--- config.mk ---
export PLATFORM = sky130hd
export DESIGN_NAME = dac_updater_flat
export DESIGN_NICKNAME = d
export VERILOG_FILES = /design/src/rtl/dac_updater_if.sv /design/src/rtl/dac_updater.sv /design/src/flat_wrapper.sv
export SDC_FILE = /design/constraint.sdc
export NUM_CORES = 1
export LEC_CHECK = 0
export CORE_UTILIZATION = 51
export DETAILED_ROUTE_END_ITERATION = 10
export HOLD_SLACK_MARGIN = 0.15
export MAX_ROUTING_LAYER = met4
export PLACE_DENSITY = 0.79
export SLEW_MARGIN = 40
export SYNTH_ARGS = -nofsm -noshare
export SYNTH_HDL_FRONTEND = slang
export SYNTH_SLANG_ARGS = --single-unit
--- constraint.sdc ---
create_clock -name clk -period 3.9 [get_ports clk]
set_input_delay 0.975 -clock clk [delete_from_list [all_inputs] [get_ports clk]]
set_output_delay 0.975 -clock clk [all_outputs]
set_load 0.01 [all_outputs]
--- src/rtl/dac_updater_if.sv ---
// Command/data stream link between dac_updater (master) and the i2c_master (slave).
interface dac_updater_if;
    logic [6:0] i2c_cmd_address;
    logic       i2c_cmd_start;
    logic       i2c_cmd_read;
    logic       i2c_cmd_write;
    logic       i2c_cmd_write_multiple;
    logic       i2c_cmd_stop;
    logic       i2c_cmd_valid;
    logic       i2c_cmd_ready;
    logic [7:0] i2c_data;
    logic       i2c_data_valid;
    logic       i2c_data_ready;
    logic       i2c_data_last;
    logic       i2c_busy;
    logic       i2c_missed_ack;

    modport master (
        output i2c_cmd_address, i2c_cmd_start, i2c_cmd_read, i2c_cmd_write,
               i2c_cmd_write_multiple, i2c_cmd_stop, i2c_cmd_valid,
               i2c_data, i2c_data_valid, i2c_data_last,
        input  i2c_cmd_ready, i2c_data_ready, i2c_busy, i2c_missed_ack
    );

    modport slave (
        input  i2c_cmd_address, i2c_cmd_start, i2c_cmd_read, i2c_cmd_write,
               i2c_cmd_write_multiple, i2c_cmd_stop, i2c_cmd_valid,
               i2c_data, i2c_data_valid, i2c_data_last,
        output i2c_cmd_ready, i2c_data_ready, i2c_busy, i2c_missed_ack
    );
endinterface

--- src/rtl/dac_updater.sv ---
// Multi-channel DAC refresh sequencer: shadows per channel, round-robin 3-byte I2C writes.
// Define DAC_UPDATER_RETRY_EN to re-queue NACKed channels instead of dropping them.
module dac_updater #(
    parameter int unsigned CHANNELS = 2,
    parameter int unsigned VALUE_W  = 12,
    parameter logic [6:0]  I2C_ADDR = 7'h60
) (
    input  logic                clk,
    input  logic                rst,
    input  logic                upd_valid,
    input  logic [4:0]          upd_ch,
    input  logic [VALUE_W-1:0]  upd_value,
    output logic                upd_ready,
    dac_updater_if.master       i2c,
    output logic                busy,
    output logic [CHANNELS-1:0] dirty,
    output logic [7:0]          nack_count
);

`ifdef DAC_UPDATER_RETRY_EN
    localparam bit RetryEn = 1'b1;
`else
    localparam bit RetryEn = 1'b0;
`endif

    localparam logic [5:0] NumCh  = 6'(CHANNELS);
    localparam logic [4:0] LastCh = 5'(CHANNELS - 1);

    typedef enum logic [2:0] {StIdle, StCmd, StB0, StB1, StB2, StDone} state_e;

    state_e              state_q, state_d;
    logic [CHANNELS-1:0] dirty_q, dirty_d;
    logic [VALUE_W-1:0]  shadow_q [CHANNELS];
    logic [VALUE_W-1:0]  shadow_d [CHANNELS];
    logic [4:0]          last_q, last_d;
    logic [4:0]          tx_ch_q, tx_ch_d;
    logic [VALUE_W-1:0]  tx_val_q, tx_val_d;
    logic                nack_seen_q, nack_seen_d;
    logic [7:0]          nack_count_q, nack_count_d;
    logic                ready_q;

    logic                upd_hit, grant, grant_found, done_exit, nack_any, retry;
    logic [4:0]          grant_ch;
    logic [5:0]          cand;
    logic [VALUE_W-1:0]  grant_val;
    logic [15:0]         tx_word;

    assign upd_hit   = upd_valid && ({1'b0, upd_ch} < NumCh);
    assign grant     = (state_q == StIdle) && grant_found;
    assign done_exit = (state_q == StDone) && !i2c.i2c_busy;
    assign nack_any  = nack_seen_q | i2c.i2c_missed_ack;
    assign retry     = RetryEn && done_exit && nack_any;
    assign tx_word   = 16'(tx_val_q);

    // First dirty channel searching upward from last+1; one subtraction covers the wrap.
    always_comb begin
        grant_found = 1'b0;
        grant_ch    = '0;
        grant_val   = '0;
        cand        = '0;
        for (int i = 0; i < CHANNELS; i++) begin
            cand = {1'b0, last_q} + 6'd1 + 6'(i);
            if (cand >= NumCh) cand = cand - NumCh;
            for (int c = 0; c < CHANNELS; c++) begin
                if (!grant_found && cand[4:0] == 5'(c) && dirty_q[c]) begin
                    grant_found = 1'b1;
                    grant_ch    = cand[4:0];
                end
            end
        end
        for (int c = 0; c < CHANNELS; c++) begin
            if (grant_ch == 5'(c)) grant_val = shadow_q[c];
        end
    end

    // Set from a same-cycle update is applied last so it wins over the grant clear.
    always_comb begin
        for (int c = 0; c < CHANNELS; c++) begin
            shadow_d[c] = shadow_q[c];
            dirty_d[c]  = dirty_q[c];
            if (grant && grant_ch == 5'(c)) dirty_d[c] = 1'b0;
            if (retry && tx_ch_q == 5'(c))  dirty_d[c] = 1'b1;
            if (upd_hit && upd_ch == 5'(c)) begin
                dirty_d[c]  = 1'b1;
                shadow_d[c] = upd_value;
            end
        end
    end

    always_comb begin
        last_d       = last_q;
        tx_ch_d      = tx_ch_q;
        tx_val_d     = tx_val_q;
        nack_seen_d  = nack_seen_q;
        nack_count_d = nack_count_q;
        if (grant) begin
            last_d   = grant_ch;
            tx_ch_d  = grant_ch;
            tx_val_d = grant_val;
        end
        if (state_q != StIdle && i2c.i2c_missed_ack) nack_seen_d = 1'b1;
        if (done_exit) begin
            nack_seen_d = 1'b0;
            if (nack_any && nack_count_q != 8'hFF) nack_count_d = nack_count_q + 8'd1;
        end
    end

    always_comb begin
        state_d            = state_q;
        i2c.i2c_cmd_valid  = 1'b0;
        i2c.i2c_data_valid = 1'b0;
        i2c.i2c_data_last  = 1'b0;
        i2c.i2c_data       = 8'h00;
        unique case (state_q)
            StIdle: if (grant) state_d = StCmd;
            StCmd: begin
                i2c.i2c_cmd_valid = 1'b1;
                if (i2c.i2c_cmd_ready) state_d = StB0;
            end
            StB0: begin
                i2c.i2c_data_valid = 1'b1;
                i2c.i2c_data       = {tx_ch_q, 2'b00, 1'b0};
                if (i2c.i2c_data_ready) state_d = StB1;
            end
            StB1: begin
                i2c.i2c_data_valid = 1'b1;
                i2c.i2c_data       = tx_word[15:8];
                if (i2c.i2c_data_ready) state_d = StB2;
            end
            StB2: begin
                i2c.i2c_data_valid = 1'b1;
                i2c.i2c_data_last  = 1'b1;
                i2c.i2c_data       = tx_word[7:0];
                if (i2c.i2c_data_ready) state_d = StDone;
            end
            StDone: if (done_exit) state_d = StIdle;
            default: state_d = StIdle;
        endcase
    end

    always_ff @(posedge clk) begin
        if (rst) begin
            state_q      <= StIdle;
            dirty_q      <= '0;
            last_q       <= LastCh;
            tx_ch_q      <= '0;
            tx_val_q     <= '0;
            nack_seen_q  <= 1'b0;
            nack_count_q <= '0;
            ready_q      <= 1'b0;
            for (int c = 0; c < CHANNELS; c++) shadow_q[c] <= '0;
        end else begin
            state_q      <= state_d;
            dirty_q      <= dirty_d;
            last_q       <= last_d;
            tx_ch_q      <= tx_ch_d;
            tx_val_q     <= tx_val_d;
            nack_seen_q  <= nack_seen_d;
            nack_count_q <= nack_count_d;
            ready_q      <= 1'b1;
            for (int c = 0; c < CHANNELS; c++) shadow_q[c] <= shadow_d[c];
        end
    end

    assign i2c.i2c_cmd_address        = I2C_ADDR;
    assign i2c.i2c_cmd_start          = 1'b0;
    assign i2c.i2c_cmd_read           = 1'b0;
    assign i2c.i2c_cmd_write          = 1'b0;
    assign i2c.i2c_cmd_write_multiple = 1'b1;
    assign i2c.i2c_cmd_stop           = 1'b1;

    assign upd_ready  = ready_q;
    assign busy       = (state_q != StIdle);
    assign dirty      = dirty_q;
    assign nack_count = nack_count_q;

endmodule

--- src/flat_wrapper.sv ---
// flat-port wrapper written by rule: the top's interface ports become plain ports
module dac_updater_flat 
#(
    parameter int unsigned CHANNELS = 2,
    parameter int unsigned VALUE_W  = 12,
    parameter logic [6:0]  I2C_ADDR = 7'h60
)
  (clk, rst, upd_valid, upd_ch, upd_value, upd_ready, busy, dirty, nack_count, i2c_i2c_cmd_address, i2c_i2c_cmd_start, i2c_i2c_cmd_read, i2c_i2c_cmd_write, i2c_i2c_cmd_write_multiple, i2c_i2c_cmd_stop, i2c_i2c_cmd_valid, i2c_i2c_data, i2c_i2c_data_valid, i2c_i2c_data_last, i2c_i2c_cmd_ready, i2c_i2c_data_ready, i2c_i2c_busy, i2c_i2c_missed_ack);
  dac_updater_if i2c_i ();
  input  logic clk;
  input  logic rst;
  input  logic upd_valid;
  input  logic [4:0] upd_ch;
  input  logic [VALUE_W-1:0] upd_value;
  output logic upd_ready;
  output logic busy;
  output logic [CHANNELS-1:0] dirty;
  output logic [7:0] nack_count;
  output wire logic [$bits(i2c_i.i2c_cmd_address)-1:0] i2c_i2c_cmd_address;
  output wire logic [$bits(i2c_i.i2c_cmd_start)-1:0] i2c_i2c_cmd_start;
  output wire logic [$bits(i2c_i.i2c_cmd_read)-1:0] i2c_i2c_cmd_read;
  output wire logic [$bits(i2c_i.i2c_cmd_write)-1:0] i2c_i2c_cmd_write;
  output wire logic [$bits(i2c_i.i2c_cmd_write_multiple)-1:0] i2c_i2c_cmd_write_multiple;
  output wire logic [$bits(i2c_i.i2c_cmd_stop)-1:0] i2c_i2c_cmd_stop;
  output wire logic [$bits(i2c_i.i2c_cmd_valid)-1:0] i2c_i2c_cmd_valid;
  output wire logic [$bits(i2c_i.i2c_data)-1:0] i2c_i2c_data;
  output wire logic [$bits(i2c_i.i2c_data_valid)-1:0] i2c_i2c_data_valid;
  output wire logic [$bits(i2c_i.i2c_data_last)-1:0] i2c_i2c_data_last;
  input wire logic [$bits(i2c_i.i2c_cmd_ready)-1:0] i2c_i2c_cmd_ready;
  input wire logic [$bits(i2c_i.i2c_data_ready)-1:0] i2c_i2c_data_ready;
  input wire logic [$bits(i2c_i.i2c_busy)-1:0] i2c_i2c_busy;
  input wire logic [$bits(i2c_i.i2c_missed_ack)-1:0] i2c_i2c_missed_ack;
  assign i2c_i2c_cmd_address = i2c_i.i2c_cmd_address;
  assign i2c_i2c_cmd_start = i2c_i.i2c_cmd_start;
  assign i2c_i2c_cmd_read = i2c_i.i2c_cmd_read;
  assign i2c_i2c_cmd_write = i2c_i.i2c_cmd_write;
  assign i2c_i2c_cmd_write_multiple = i2c_i.i2c_cmd_write_multiple;
  assign i2c_i2c_cmd_stop = i2c_i.i2c_cmd_stop;
  assign i2c_i2c_cmd_valid = i2c_i.i2c_cmd_valid;
  assign i2c_i2c_data = i2c_i.i2c_data;
  assign i2c_i2c_data_valid = i2c_i.i2c_data_valid;
  assign i2c_i2c_data_last = i2c_i.i2c_data_last;
  assign i2c_i.i2c_cmd_ready = i2c_i2c_cmd_ready;
  assign i2c_i.i2c_data_ready = i2c_i2c_data_ready;
  assign i2c_i.i2c_busy = i2c_i2c_busy;
  assign i2c_i.i2c_missed_ack = i2c_i2c_missed_ack;
  dac_updater #(.CHANNELS(CHANNELS), .VALUE_W(VALUE_W), .I2C_ADDR(I2C_ADDR)) u_core (.clk(clk), .rst(rst), .upd_valid(upd_valid), .upd_ch(upd_ch), .upd_value(upd_value), .upd_ready(upd_ready), .i2c(i2c_i), .busy(busy), .dirty(dirty), .nack_count(nack_count));
endmodule
==> results of run 1 <==
-- synth_stat cells, types with 4 or more instances --
library cell,instances,share of area [%]
o31ai_1,12,2.4
mux2i_1,13,3.5
xnor2_1,8,1.9
inv_1,8,0.81
a21oi_2,4,0.95
buf_6,7,2.1
a22oi_1,6,1.2
nor2b_1,4,0.68
o21ai_0,20,2.7
nand4_1,5,0.85
nor3_1,26,3.5
dfxtp_1,57,31
buf_1,4,0.41
clkbuf_1,28,2.9
nor2_1,34,3.5
nand3_1,18,2.4
or2_2,4,0.68
a31oi_1,14,2.4
xor2_1,4,0.95
a2111oi_0,4,0.95
nor4b_1,11,2.6
a21oi_1,26,3.5
buf_4,14,2.9
ha_1,8,2.7
a311o_1,11,3.0
a2111oi_1,7,1.9
nand2_1,53,5.4
a22o_1,4,0.95
-- stage by stage --
stage	instances	util, %	cell area, sq um	hold WS [ns]	total power (W)
after floorplan	474	-	3722	0.4583	0.0006827
after global placement	571	59.16	4064	0.4748	0.0007178
after detailed placement	572	59.27	4071	0.4802	0.0007201
after CTS	586	61.73	4240	0.4882	0.001200
after global routing	586	62.02	4260	0.5095	0.001237
final	586	62.02	4260	0.4861	0.001192
-- logic make-up after synthesis --
logic type	synth area share [%]
XOR/XNOR	3.905
other	0.2038
flip-flops	30.97
buffers and inverters	9.440
AND/OR/NAND/NOR	23.26
multiplexers	4.142
adder cells (fa/ha/maj)	2.717
AO/OA/AOI/OAI	25.37
-- layout by cell type (no fill, tap or decap), types with 3 or more instances in the layout --
| master | count |
|---|---|
| clkdlybuf4s50_1 | 46 |
| or2_2 | 4 |
| and3_1 | 3 |
| xor2_1 | 3 |
| o211ai_1 | 3 |
| buf_4 | 11 |
| inv_1 | 8 |
| clkbuf_8 | 11 |
| xnor2_1 | 7 |
| a2111oi_1 | 7 |
| nand2_1 | 53 |
| nand4_1 | 5 |
| nand3_1 | 18 |
| nor2_2 | 3 |
| conb_1 | 12 |
| a22oi_1 | 6 |
| ha_1 | 8 |
| a2111oi_0 | 4 |
| nor3b_1 | 3 |
| a21oi_1 | 26 |
| a211oi_1 | 3 |
| or3_1 | 3 |
| nor2b_1 | 4 |
| o21ai_0 | 20 |
| a211o_1 | 3 |
| nor4b_1 | 11 |
| and2_1 | 3 |
| mux2i_1 | 13 |
| a22o_1 | 4 |
| nor2_1 | 32 |
| a311o_1 | 11 |
| a21oi_2 | 4 |
| nor3_1 | 26 |
| a31oi_1 | 14 |
| dfxtp_1 | 57 |
| o31ai_1 | 12 |
-- path summary, 6_finish.rpt --
check | cells past startpoint | to
max | 10 | u_core.tx_ch_q[0]$_SDFFE_PP0P_
max reg2reg | 10 | u_core.tx_ch_q[0]$_SDFFE_PP0P_
min reg2reg | 2 | u_core.shadow_q[0][10]$_SDFFE_PP0P_
min | 2 | u_core.shadow_q[0][10]$_SDFFE_PP0P_
-- power groups by stage --
stage | logic, W | registers (W) | clock network [W]
3_3_place_gp | 0.000106 | 0.000612 | 0
6_report | 0.000110 | 0.000600 | 0.000482
4_1_cts | 0.000109 | 0.000599 | 0.000493
5_1_grt | 0.000121 | 0.000600 | 0.000516
2_1_floorplan | 0.0000745 | 0.000608 | 0
3_5_place_dp | 0.000108 | 0.000612 | 0
-- state kept, by name, summed over array words and instances (netlist names) --
| register | count |
|---|---|
| u_core.dirty | 2 |
| u_core.last_q | 1 |
| u_core.nack_count | 8 |
| u_core.nack_seen_q | 1 |
| u_core.shadow_q | 24 |
| u_core.state_q | 3 |
| u_core.tx_ch_q | 5 |
| u_core.tx_val_q | 12 |
| u_core.upd_ready | 1 |
-- layout make-up --
cell class              instances  area [sq um]  area share, %
clock buffers                  11         151.4          3.554
repair buffers                 57         543.0          12.75
well taps                      96         120.1          2.819
clock inverters                 3         17.52         0.4112
multi-input cells             353          2253          52.89
flip-flops and latches         57          1141          26.78
inverters                       9         33.78         0.7930
-- layer usage --
metal / up-vias / GRT usage (%)
li1: 1714 / -
met1: 1629 / 34.31
met2: 137 / 39.80
met3: 25 / 3.886
met4: 0 / 13.18
met5: - / -
-- critical path: cells and delay by family (launching register included) --
family	cells	cell delay, ns
AO/OA/AOI/OAI	2	0.53
XOR/XNOR	2	0.67
adder cells (fa/ha/maj)	2	0.58
buffers and inverters	2	0.20
flip-flops	1	0.45
AND/OR/NAND/NOR	2	0.98
==> impl_metrics.toml, run 1 <==
[final_layout]
drive_above_1_share_pct = 9.388
fillers = 610
diodes = 0
syn_to_final_growth_pct = 15.62
nets = 519

[routing]
met2WireLength_mm = 4.325
wirelength_met1_mm = 4.034
dr.pass1.iters = 5
drt.antenna.violating_nets = 0
drc = 0
wl_met3_um = 499
drt_iter0_markers = 305
wl_mm = 9.141
wl_per_cell_um = 15.60
num_vias = 3505
via_per_inst = 5.981
top_layer_used = "met4"

[min_path]
hp-class = "flop to flop"
hp-start = "u_core.shadow_q[0][10]$_SDFFE_PP0P_"

[logic_synthesis]
async_flop_share_pct = 0
ys_warn_count = 0
netlist_area_sq_um = 3685
avgSynthCellArea_sq_um = 7.941
ys_types = 58
synthFlopType = "dfxtp_1"
ys_ff_latch = 57
seq_area_frac_synth_pct = 30.97
synth-edff-count = 0
syn_inst = 464

[clock_tree]
cts_max_level = 3
ctsResizeCount = 0
ctsHoldBuffers = 0
cts_setup_buffers = 0
root_buffer = "clkbuf_8"
clock_path_buffers = 2
cts.clk_slew.worst_paths_ns = 0.06
cts_tree = "done"
clock-sinks = 57
clk_latency_ns = 0.33
cts_inserted_buffers = 9

[worst_setup_path]
path_cells = "inv_1 > ha_1 > xnor2_1 > inv_1 > ha_1 > xnor3_1 > or2_2 > a211oi_2 > or2_1 > o221a_1"
endpoint_kind = "flop"
critPathMaxFanout = 17
crit_slowest_cell = "or2_1"
slowest_delay_ns = 0.56
startpoint = "u_core.tx_ch_q[1]$_SDFFE_PP0P_"
critical_path_class = "flop to flop"
required_ns = 4.18
regToRegSetupSlack_ns = 0.44
cp-start-kind = "flop"
cp.arrival_ns = 3.74
r2r_start = "u_core.tx_ch_q[1]$_SDFFE_PP0P_"

[power]
switching_share_pct = 25.02
p_leak_nw = 1.548
ir_worst_vdd_v = 0.0002560
p_clk_share_pct = 40.5
power.switching_w = 0.0002982
seqPwrFrac_pct = 50.3
pwr-share-comb_pct = 9.2
cellPowerDensity_nw_per_um2 = 279.7
intPower_w = 0.0008935

[global_route]
grt_pass1_wl_mm = 15.15
track_usage_pct = 26.34
grt_pass1_vias = 3125
grt_overflow = 0
grt_max_degree = 48
antenna_found_initial = 0

[sta]
tns_ns = 0
rsz0062_at_grt = "no"
setup_violations = 0
final_max_slew_viol_count = 0
finalClockSkew_ns = 0.006653
period_minus_slack_ns = 3.460
timing.final.ws_setup_ns = 0.4402
fmax_mhz = 289.0
hold_viol = 0
worstMarginPinSlew_ns = 0.6522
slew_headroom_pct = 56.52
fin_crit_sh_pct = 88.71

[die]
fp.coreArea_sq_um = 6869
die_h_um = 87
die_w_um = 87
die_area_sq_um = 7569
std_cell_rows = 30
io_pins = 59
floorplan.initialDensity_pct = 53.64

[place]
post-place-ws_ns = 0.5468
gp_congestion = 0.9273
portBuffers = 46
place_hpwl_mm = 6.336

[run_status]
outcome = "finished, final reports clean"

[job]
drv_cap = 0
No activity file was read; power rests on OpenSTA's default activity.
==> inputs of run 2 (changes only) <==
CAP_MARGIN = 15   (was unset)
MAX_ROUTING_LAYER = unset   (was met4)
==> run 2 against run 1 <==
  * Routed wire length grew 0.42%
  * Worst setup slack gained 0.014 ns
  * Die area is the same
  * Sequential cell count is the same
  * Critical path type unchanged
==> impl_metrics.toml, run 2 (synthesized netlist as in run 1, its figures left out) <==
[clock_tree]
cts_inserted_buffers = 9
clock-sinks = 57
ctsHoldBuffers = 0
cts_max_level = 3
root_buffer = "clkbuf_8"
cts_tree = "done"
clock_path_buffers = 2
cts_setup_buffers = 0
ctsResizeCount = 0
cts.clk_slew.worst_paths_ns = 0.07
clk_latency_ns = 0.34

[power]
p_clk_share_pct = 48.3
cellPowerDensity_nw_per_um2 = 317.1
finalPower_w = 0.001371
power.switching_w = 0.0003144
switching_share_pct = 22.94
p_leak_nw = 1.576
intPower_w = 0.001056
pwr-share-comb_pct = 8.0
seqPwrFrac_pct = 43.7
ir_worst_vdd_v = 0.0003244

[final_layout]
fillers = 603
drive_above_1_share_pct = 9.572
final_cell_mix = "dfxtp_1, nand2_1, clkdlybuf4s50_1"
final_common_cell = "dfxtp_1"
final_util_pct = 62.93
multi_input_area_sq_um = 2253
syn_to_final_growth_pct = 17.32
largest_register_ffs = 24
ff_latch_area_sq_um = 1141
diodes = 0
largest_register = "u_core.shadow_q"
nets = 519

[routing]
num_vias = 3561
dr.pass1.iters = 5
drt.antenna.violating_nets = 0
wl_per_cell_um = 15.64
drc = 0
via_per_inst = 6.066
wl_mm = 9.179
drt_iter0_markers = 218

[worst_setup_path]
critical_path_class = "flop to flop"
regToRegSetupSlack_ns = 0.45
cp.arrival_ns = 3.73
critPathBufInv = 2
endpoint_kind = "flop"
required_ns = 4.19
r2r_start = "u_core.tx_ch_q[1]$_SDFFE_PP0P_"
crit_family = "simple AND/OR/NAND/NOR gates"
slowest_delay_ns = 0.55
cp-start-kind = "flop"
r2r-end = "u_core.tx_ch_q[0]$_SDFFE_PP0P_"
crit_slowest_cell = "or2_1"
critPathMaxFanout = 17
path_cells = "inv_1 > ha_1 > xnor2_1 > inv_1 > ha_1 > xnor3_1 > or2_2 > a211oi_2 > or2_1 > o221a_1"
reg2regPathDepth = 10

[global_route]
grt_pass1_wl_mm = 15.42
grt_max_degree = 48
track_usage_pct = 26.05
antenna_found_initial = 0
grt_pass1_vias = 3234
grt_overflow = 0

[place]
place_hpwl_mm = 6.315
portBuffers = 46
gp_congestion = 0.8978

[run_status]
outcome = "finished, final reports clean"

[sta]
period_minus_slack_ns = 3.446
fin_crit_sh_pct = 88.36
worstMarginPinSlew_ns = 0.6563
rsz0062_at_grt = "no"
hold_viol = 0
setup_violations = 0
timing.hold.ws_ns = 0.4870
final_max_slew_viol_count = 0
tns_ns = 0
fmax_mhz = 290.2
slew_headroom_pct = 56.24
finalClockSkew_ns = 0.01138

[min_path]
hp-class = "flop to flop"
hp-start = "u_core.shadow_q[0][5]$_SDFFE_PP0P_"
holdPathEnd = "u_core.shadow_q[0][5]$_SDFFE_PP0P_"
min_path_cells = 2

[die]
die_h_um = 87
io_pins = 59
std_cell_rows = 30
die_area_sq_um = 7569
floorplan.initialDensity_pct = 53.64
fp.coreArea_sq_um = 6869
die_w_um = 87

[job]
drv_cap = 0
run 2: cell type report:
cell class              instances  area share, %
well taps                      96          2.779
flip-flops and latches         57          26.40
repair buffers                 57          12.56
inverters                       9         0.7815
clock inverters                 6          2.489
clock buffers                   9          2.865
multi-input cells             353          52.13
run 2: per-layer routing:
metal,wire length (um),vias to the layer above,GRT usage (%)
met3,494,26,5.213
met5,0,-,0
li1,-,1719,-
met4,255,0,11.36
met1,4104,1691,33.94
met2,4325,125,41.80
run 2: worst reg2reg max path, cell delays in order (launching register included):
cell and delay [ns]:
dfxtp_1 0.45, inv_1 0.12, ha_1 0.37, xnor2_1 0.29, inv_1 0.08, ha_1 0.20, xnor3_1 0.37, or2_2 0.42
a211oi_2 0.25, or2_1 0.55, o221a_1 0.29
run 2: worst max-delay path by stage:
| stage | cells past startpoint | slack (ns) | end | from |
|---|---|---|---|---|
| 2_1_floorplan | 14 | 0.26 | u_core.tx_val_q[1]$_SDFFE_PP0P_ | u_core.last_q[0]$_SDFFE_PP1P_ |
| 3_3_place_gp | 10 | 0.70 | u_core.tx_val_q[11]$_SDFFE_PP0P_ | u_core.tx_ch_q[1]$_SDFFE_PP0P_ |
| 3_5_place_dp | 10 | 0.53 | u_core.tx_val_q[11]$_SDFFE_PP0P_ | u_core.tx_ch_q[1]$_SDFFE_PP0P_ |
| 4_1_cts | 10 | 0.47 | u_core.tx_ch_q[0]$_SDFFE_PP0P_ | u_core.tx_ch_q[1]$_SDFFE_PP0P_ |
| 5_1_grt | 10 | 0.25 | u_core.tx_ch_q[0]$_SDFFE_PP0P_ | u_core.tx_ch_q[1]$_SDFFE_PP0P_ |
| 6_report | 10 | 0.45 | u_core.tx_ch_q[0]$_SDFFE_PP0P_ | u_core.tx_ch_q[1]$_SDFFE_PP0P_ |
run 2: stage by stage:
stage	cells	setup slack, ns	instance area (sq um)
2_1_floorplan	474	0.2632	3722
3_3_place_gp	571	0.7023	4064
3_5_place_dp	572	0.5327	4079
4_1_cts	587	0.4730	4310
5_1_grt	587	0.2460	4323
6_report	587	0.4540	4323
run 2: power groups by stage:
stage | clock (W) | sequential (W) | combinational, W
floorplan | 0 | 0.000608 | 0.0000745
global placement | 0 | 0.000612 | 0.000106
detailed placement | 0 | 0.000612 | 0.000108
CTS | 0.000668 | 0.000599 | 0.000109
global route | 0.000692 | 0.000600 | 0.000121
finish | 0.000661 | 0.000599 | 0.000110
